`src/rtl/suprloco_rom_fetch.sv`:
```
// -----------------------------------------------------------------------------
// suprloco_rom_fetch
//
// Program-ROM fetch bridge between the main Z80 bus and the SDRAM-backed ROM
// port. It feeds the raw, still-encrypted ROM byte and the WAIT_n line to the
// CPU/decrypter stage that sits directly downstream.
//
// Each qualified CPU memory read of program ROM either hits a one-entry
// last-address cache and completes with no wait, or is stretched with WAIT_n
// while a request goes out to the memory port. If the port does not
// acknowledge within TIMEOUT cycles, the CPU is released with 8'hFF and a
// sticky timeout flag is raised.
//
// Parameters:
//   ROM_TOP     highest CPU address decoded as program ROM
//   TIMEOUT     cycles allowed in REQ before a forced release (1..255)
//
// Ports:
//   i_CLK       system clock
//   i_RST       synchronous active-high reset
//   i_ADDR      CPU address bus
//   i_MREQ_n    CPU memory request
//   i_RD_n      CPU read strobe
//   i_RFSH_n    CPU refresh indicator
//   o_WAIT_n    wait line to the CPU
//   o_DO        raw ROM byte to the data mux/decrypter
//   o_ROM_RQ    memory-port request (level)
//   o_ROM_ADDR  memory-port byte address
//   i_ROM_ACK   memory-port acknowledge (1-cycle pulse)
//   i_ROM_DATA  memory-port data, valid with i_ROM_ACK
//   o_TIMEOUT   sticky flag: a fetch timed out
// -----------------------------------------------------------------------------
module suprloco_rom_fetch #(
    parameter logic [15:0] ROM_TOP = 16'hBFFF,
    parameter int          TIMEOUT = 255
) (
    input  logic        i_CLK,
    input  logic        i_RST,
    input  logic [15:0] i_ADDR,
    input  logic        i_MREQ_n,
    input  logic        i_RD_n,
    input  logic        i_RFSH_n,
    output logic        o_WAIT_n,
    output logic [7:0]  o_DO,
    output logic        o_ROM_RQ,
    output logic [15:0] o_ROM_ADDR,
    input  logic        i_ROM_ACK,
    input  logic [7:0]  i_ROM_DATA,
    output logic        o_TIMEOUT
);

    typedef enum logic [1:0] {
        IDLE = 2'd0,
        REQ  = 2'd1,
        HOLD = 2'd2
    } state_t;

    // The counter counts completed REQ cycles; release happens on the edge
    // where it would reach TIMEOUT, i.e. after exactly TIMEOUT cycles in REQ.
    localparam logic [7:0] CNT_LAST = 8'(TIMEOUT - 1);

    state_t      state_q, state_d;
    logic        wait_n_q, wait_n_d;
    logic        rq_q, rq_d;
    logic [15:0] rom_addr_q, rom_addr_d;
    logic [7:0]  do_q, do_d;
    logic        timeout_q, timeout_d;
    logic        valid_q, valid_d;
    logic [15:0] tag_q, tag_d;
    logic [7:0]  cnt_q, cnt_d;

    logic rd_cyc;
    logic hit;

    // Only genuine opcode/data reads of program ROM start a fetch; writes,
    // refresh, IO and the upper address space pass straight through.
    assign rd_cyc = ~i_MREQ_n & ~i_RD_n & i_RFSH_n & (i_ADDR <= ROM_TOP);
    assign hit    = valid_q & (tag_q == i_ADDR);

    always_comb begin
        // NOTE: every variable gets a default before the case so no path can
        // leave one unassigned, which would infer a latch.
        state_d    = state_q;
        wait_n_d   = wait_n_q;
        rq_d       = rq_q;
        rom_addr_d = rom_addr_q;
        do_d       = do_q;
        timeout_d  = timeout_q;
        valid_d    = valid_q;
        tag_d      = tag_q;
        cnt_d      = cnt_q;

        case (state_q)
            IDLE: begin
                if (rd_cyc) begin
                    if (hit) begin
                        // o_DO still holds the cached byte; no wait needed.
                        state_d = HOLD;
                    end else begin
                        state_d    = REQ;
                        wait_n_d   = 1'b0;
                        rq_d       = 1'b1;
                        rom_addr_d = i_ADDR;
                        cnt_d      = 8'd0;
                    end
                end
            end

            REQ: begin
                // Ack is checked first so it wins over a same-cycle timeout.
                if (i_ROM_ACK && rq_q) begin
                    do_d     = i_ROM_DATA;
                    tag_d    = rom_addr_q;
                    valid_d  = 1'b1;
                    rq_d     = 1'b0;
                    wait_n_d = 1'b1;
                    state_d  = HOLD;
                end else if (cnt_q == CNT_LAST) begin
                    do_d      = 8'hFF;
                    valid_d   = 1'b0;
                    rq_d      = 1'b0;
                    wait_n_d  = 1'b1;
                    timeout_d = 1'b1;
                    state_d   = HOLD;
                end else begin
                    cnt_d = cnt_q + 8'd1;
                end
            end

            HOLD: begin
                // Wait for the bus cycle to end so one CPU cycle never
                // triggers a second fetch.
                if (i_MREQ_n) begin
                    state_d = IDLE;
                end
            end

            default: state_d = IDLE;
        endcase
    end

    always_ff @(posedge i_CLK) begin
        if (i_RST) begin
            state_q    <= IDLE;
            wait_n_q   <= 1'b1;
            rq_q       <= 1'b0;
            rom_addr_q <= 16'h0000;
            do_q       <= 8'hFF;
            timeout_q  <= 1'b0;
            valid_q    <= 1'b0;
            tag_q      <= 16'h0000;
            cnt_q      <= 8'd0;
        end else begin
            // NOTE: non-blocking assignments so every register samples the
            // pre-edge values and the update order inside the block is moot.
            state_q    <= state_d;
            wait_n_q   <= wait_n_d;
            rq_q       <= rq_d;
            rom_addr_q <= rom_addr_d;
            do_q       <= do_d;
            timeout_q  <= timeout_d;
            valid_q    <= valid_d;
            tag_q      <= tag_d;
            cnt_q      <= cnt_d;
        end
    end

    assign o_WAIT_n   = wait_n_q;
    assign o_ROM_RQ   = rq_q;
    assign o_ROM_ADDR = rom_addr_q;
    assign o_DO       = do_q;
    assign o_TIMEOUT  = timeout_q;

endmodule

```
`config.mk`:
```
export PLATFORM = sky130hd
export DESIGN_NAME = suprloco_rom_fetch
export DESIGN_NICKNAME = d
export VERILOG_FILES = /design/src/rtl/suprloco_rom_fetch.sv
export SDC_FILE = /design/constraint.sdc
export NUM_CORES = 1
export LEC_CHECK = 0
export CAP_MARGIN = 0
export CORE_ASPECT_RATIO = 1.5
export CORE_MARGIN = 3
export CORE_UTILIZATION = 51
export CTS_BUF_LIST = sky130_fd_sc_hd__clkbuf_2 sky130_fd_sc_hd__clkbuf_4 sky130_fd_sc_hd__clkbuf_8
export DETAILED_ROUTE_END_ITERATION = 7
export GPL_TIMING_DRIVEN = 0
export PLACE_DENSITY = 0.9
export SYNTH_ARGS = -nofsm -noshare
export SYNTH_HDL_FRONTEND = slang
export SYNTH_SLANG_ARGS = --single-unit
```
`constraint.sdc`:
```
create_clock -name i_CLK -period 2.03 [get_ports i_CLK]
set_input_delay 0.406 -clock i_CLK [delete_from_list [all_inputs] [get_ports i_CLK]]
set_output_delay 0.406 -clock i_CLK [all_outputs]
set_load 0.01 [all_outputs]
```
# ---- Word level (Yosys, flattened, before mapping)
# Index checks and enable logic that the tools add are counted.
# Widths: inputs -> output; s select.
dict set report totals {
  ff_bits 54
  output_inout_bits 27
  elab_cells 64
}
dict set report op_classes {
  add_sub_neg 1
  order_cmp 1
  eq_ne 10
  muxes 24
  n_bitwise 8
  reduce_logical 11
}
# cell count
set op_table {}
lappend op_table {{$mux 8} 6}
lappend op_table {{$eq 16x16->1} 1}
lappend op_table {{$le 16x16->1 const B} 1}
lappend op_table {{$pmux 8 s2} 1}
lappend op_table {{$mux 2} 5}
lappend op_table {{$ne 2x2->1 const B} 5}
lappend op_table {{$mux 1} 9}
lappend op_table {{$reduce_and 3->1} 3}
lappend op_table {{$add 8x1->8 const B} 1}
lappend op_table {{$eq 8x8->1 const B} 1}
lappend op_table {{$pmux 2 s3} 1}
lappend op_table {{$reduce_and 5->1} 1}
lappend op_table {{$and 1x1->1} 4}
lappend op_table {{$not 1->1} 4}
lappend op_table {{$pmux 1 s2} 2}
lappend op_table {{$reduce_and 2->1} 2}
lappend op_table {{$reduce_and 4->1} 1}
lappend op_table {{$reduce_bool 2->1} 2}
lappend op_table {{$ne 3x3->1 const B} 1}
lappend op_table {{$eq 2x1->1 const B} 1}
lappend op_table {{$eq 2x2->1 const B} 1}
lappend op_table {{$logic_not 2->1} 1}
lappend op_table {{$logic_and 1x1->1} 1}

# ---- Logic depth before layout (Yosys ltp)
# Gate-level depths: netlist of run 1.
dict set report logic_depth {
  depth_word 6
  ltp_mapped 7
}

# ---- Worst setup path before layout of run 1
# OpenSTA, ideal clock, no wires.
dict set report synth_timing {
  kind {register to register}
  from {register cnt_q[0]}
  to {register cnt_q[1]}
  setup_time_ps 149
  arrival_time_ps 1476
  required_ps 1881
  path_slack_ps 405
  path_stages_with_launch 7
  path_buffers 0
  period_less_slack_ps 1625
  path_cell_list {dfxtp_1 > inv_1 > ha_1 > nand4_2 > nand2_1 > a311oi_2 > o32ai_1}
}
dict set report synth_via {
  elab_chain_cells 4
}
# item line_no
set synth_lines {}
lappend synth_lines {{from (decl)} 70} ;# logic [7:0] cnt_q, cnt_d;
lappend synth_lines {{from (signal assigned)} 164} ;# cnt_q <= cnt_d;
lappend synth_lines {{$add 8x1->8} 126} ;# cnt_d = cnt_q + 8'd1;
lappend synth_lines {{$mux 8} 118} ;# end else if (cnt_q == CNT_LAST) begin
lappend synth_lines {{$mux 8} 111} ;# if (i_ROM_ACK && rq_q) begin
lappend synth_lines {{$pmux 8 s2} 93} ;# case (state_q)
# Several ways; a longest one is shown, not always the timed one. The select of a mux whose other input is x is not followed.
# A chain may end at the register's enable or synchronous reset.

# ---- Worst setup path in the final report of run 1
dict set report layout_timing {
  from {input port i_ADDR[4]}
  to {register cnt_q[3]}
}
dict set report layout_via {
  elab_chain_cells 4
}
# item line_no
set layout_lines {}
lappend layout_lines {{from (decl)} 39} ;# input logic [15:0] i_ADDR,
lappend layout_lines {{$le 16x16->1 or $eq 16x16->1 (tied branches)} {77, 78}}
lappend layout_lines {{$and 1x1->1 (on tied branches)} {77, 78}}
lappend layout_lines {{$ne 2x2->1 (no source line)} --}
lappend layout_lines {{$reduce_and 5->1 (no source line) (*)} --}
# Every way passes the cells marked *; elsewhere a longest branch is shown, timed or not.

==> results of run 1 <==
kinds of logic (layout without fill, tap and decap cells):
group	after synthesis	count (layout)	synth area share (%)
simple gates	117	117	25.3
compound gates	51	51	13.6
fa+ha+maj	2	2	1.03
xor+xnor	16	16	5.77
mux	16	16	6.59
flops	54	54	44.5
buf+inv	16	84	3.19
where the power goes:
| part | switching, mW | total (mW) | internal, mW |
|---|---|---|---|
| Clock | 0.329 | 0.594 | 0.265 |
| Combinational | 0.0988 | 0.225 | 0.126 |
| Sequential | 0.0133 | 1.09 | 1.07 |
tightest hold or removal path, stage by stage, from the launching register on:
cell	delay [ns]
dfxtp_1	0.33
nand2_1	0.06
a21oi_1	0.05
repair_timing:
item,in CTS,in global routing
pin swaps,0,3
endpoints found under the setup margin,8,10
setup buffers,0,6
resized for setup,1,2
worst paths after layout:
| check | from | to | slack, ns | cells after the start |
|---|---|---|---|---|
| worst max-delay path | i_ADDR[4] | cnt_q[3] | 0.09 | 7 |
| worst min-delay path | tag_q[12] | tag_q[12] | 0.48 | 2 |
| worst max register to register | state_q[0] | o_DO[4] | 0.14 | 5 |
| worst min register to register | tag_q[12] | tag_q[12] | 0.48 | 2 |
metrics by stage:
stage                     std cells  setup slack, ns  cell area (um2)  setup TNS [ns]
after global placement          391           -0.288             3060           -3.66
after detailed placement        391           -0.413             3060           -6.17
after CTS                       398           0.0242             3160               0
after floorplan                 272            0.405             2430               0
after global routing            404           0.0227             3210               0
final                           404           0.0862             3210               0
state kept, by name, summed over array words and instances, names as in the netlist:
| register | cells |
|---|---|
| o_DO | 8 |
| valid_q | 1 |
| o_TIMEOUT | 1 |
| state_q | 2 |
| tag_q | 16 |
| o_WAIT_n | 1 |
| o_ROM_RQ | 1 |
| cnt_q | 8 |
| o_ROM_ADDR | 16 |
placed cells by master, fill, tap and decap left out, types with 3 or more instances in the layout:
master and n:
dfxtp_1 54, a21oi_1 23, nor2b_1 4, nand2_1 40, mux2i_1 16, buf_4 6
xor2_1 4, nand3_1 6, clkbuf_8 5, a311oi_1 3, nand2b_1 42, nand4_1 3
o21ai_0 3, xnor2_1 12, nor2_1 9, a211oi_1 3, clkdlybuf4s50_1 55, o22ai_1 8
clkbuf_1 10
routing by layer:
metal  GRT usage (%)  wire (um)  part of all wire [%]  vias to the layer above
li1                -          -                     -                     1062
met1            25.5       2470                    40                     1043
met2            39.8       3200                    52                       83
met3            4.98        358                   5.8                       16
met4            10.3        172                   2.8                        0
met5               0          0                     0                        -
layout make-up:
type | count | area (um2) | share of cell area [%]
Buffer | 14 | 73.8 | 2.30
Multi-Input combinational cell | 202 | 1290 | 40.1
Tap cell | 64 | 80.1 | 2.49
Sequential cell | 54 | 1080 | 33.7
Inverter | 2 | 7.51 | 0.234
Timing Repair Buffer | 61 | 596 | 18.6
Clock buffer | 7 | 83.8 | 2.61
==> results.txt, run 1 <==
The tools report the initial antenna violation count as 0. For the worst setup path, the data arrival time is 2.16 ns. The row count is 30. In the post-synthesis netlist, the biggest area contributors are dfxtp_1, nand2b_1, mux2i_1. The capturing element type of the critical path was a register. Timing would allow up to 514 MHz. Dividing the final minimum period by the clock period gives 95.8%. The worst path in the final design needs a cycle of 1.94 ns, including I/O delays and setup.

The cell accounting for the most synthesized area was dfxtp_1. dfxtp_1 is the most common cell in the netlist. The tools report the total global routing track utilization as 22.5%.

By startpoint and endpoint, the worst setup path is classified as in -> reg. No sink is reached through more buffers than the 2 on the longest clock path. The run gives 15 as the largest net degree at the start of global routing. Clock skew on the completed layout was measured at 0.00488 ns. The number of DRC violations after detailed-routing iteration 0 came out at 140. The overall via count from detail_route was 2204.

The largest single stage delay on the critical path is 0.47 ns. The critical path's top delay family is buffers and inverters. In this run, synthesis inferred 0 flip-flops with an integrated enable. The post-route netlist has 6.76% of its cells at a drive strength greater than 1. Dividing the detail-routed via count by the number of cells gives 5.46. The H-tree depth was 2. Relative to the synthesized area, the layout overhead comes to 32.1%.

For the worst-skew pair, the clock arrives at the later sink with an insertion delay of 0.31 ns. The root cell of the clock tree was clkbuf_8. The first-pass GRT wire length was 10200 um; the number of max-cap violations was 0.

The die span in x is 62.4 um. The overall die height was 90.5 um. The critical path launch point type is an input port.

The netlist uses 41 different library cells. The async set-or-reset flop fraction in the synthesized netlist was 0%. The slew at the pin with the worst max-slew slack was 0.522 ns; the post-synthesis cell area was 2430 um2.

The worst pin sits at a relative slew slack of 65.2%. The sequential fraction of the synthesis area came out at 44.5%. The logs give 0.476 ns for the final worst hold slack and 4370 um for the final HPWL from detailed placement. The count of buffers added on input and output ports is 55.

The analysis attributes to cell leakage a power of 1.10 nW. The synthesized flop and latch total is 54, and the cell count after synthesis is 272. For this run, the share of the core covered by cells in the final layout is 70.1%. The congestion estimate from routability-driven global placement came to 0.861. During I/O placement, the number of pins put on the boundary was 57. After detailed routing, the average wire length per cell comes to 15.3 um. The power density normalized to cell area was 593 nW/um2. The commonest cells after synthesis are dfxtp_1, nand2b_1, nand2_1.

Counting every net in the synthesized netlist gives 304. The run gives 5650 um2 as the die area. The number of sinks handled by clock tree synthesis came out at 54.

For this run, design rule violations remaining after detail routing come to 0. Area share of the leading cell type in the synthesized netlist: 44.5%. After layout, the design draws a total of 1.91 mW. Before antenna repair, the detailed router went through 4 iterations.

The run gives 373 as the fill cell total of the finished layout. The count of buffer and inverter cells on the critical path is 2. The worst-case IR drop observed on VDD is 412 uV. The repair_antennas step left the layout with diodes totalling 0. Setup repair after global routing left no endpoint under its margin.

The count of nets left with antenna violations once routing finished came out at 0. The final layout contains routed wiring with a total length of 6200 um. The tools report the count of final max-slew check failures as 0.

TritonCTS built the clock tree. Setup violations remaining at the end of the flow were counted as 0. After floorplanning, the core was sized to cover 4580 um2. The initial standard-cell utilization of the core came out at 53.1%.

The slowest stage of the critical path is the clkdlybuf4s50_1 cell. For the number of warnings reported in the yosys synthesis log, the log shows 0. The final layout contains 372 nets. Counting the buffers created by CTS gives 5. After clock tree synthesis, the flow added hold-fix buffers numbering 0. Summed over all layers, the global routing overflow is 0. The type of the tightest min-delay check was reg -> reg. The top fanout value on the critical path was 9. The flow ran to the end, and the final reports show no timing, DRC or antenna violations. The most used flip-flop cell after synthesis was dfxtp_1. The average instance in the mapped netlist occupies 8.93 um2. STA puts the critical path data required time at 2.25 ns. The post-CTS clock slew at the launch and capture registers of the worst setup and hold paths came out at 0.09 ns. The signal on the critical path passes through clkdlybuf4s50_1 -> xor2_1 -> nor4_1 -> and3_2 -> a311oi_4 -> buf_4 -> a311oi_1.

The tools report the number of global-route vias before repair as 2116. Final number of hold-violating endpoints: 0.
Note: power is estimated with default switching activity, not from simulation.
==> run 2: changes to the inputs <==
--- a/config.mk
+++ b/config.mk
@@ -10,6 +10,7 @@
 export CORE_MARGIN = 3
 export CORE_UTILIZATION = 51
 export CTS_BUF_LIST = sky130_fd_sc_hd__clkbuf_2 sky130_fd_sc_hd__clkbuf_4 sky130_fd_sc_hd__clkbuf_8
+export CTS_CLUSTER_SIZE = 30
 export DETAILED_ROUTE_END_ITERATION = 7
 export GPL_TIMING_DRIVEN = 0
 export PLACE_DENSITY = 0.9
==> results of run 2 <==
Final layout, timing and power as in run 1 (identical DEF).
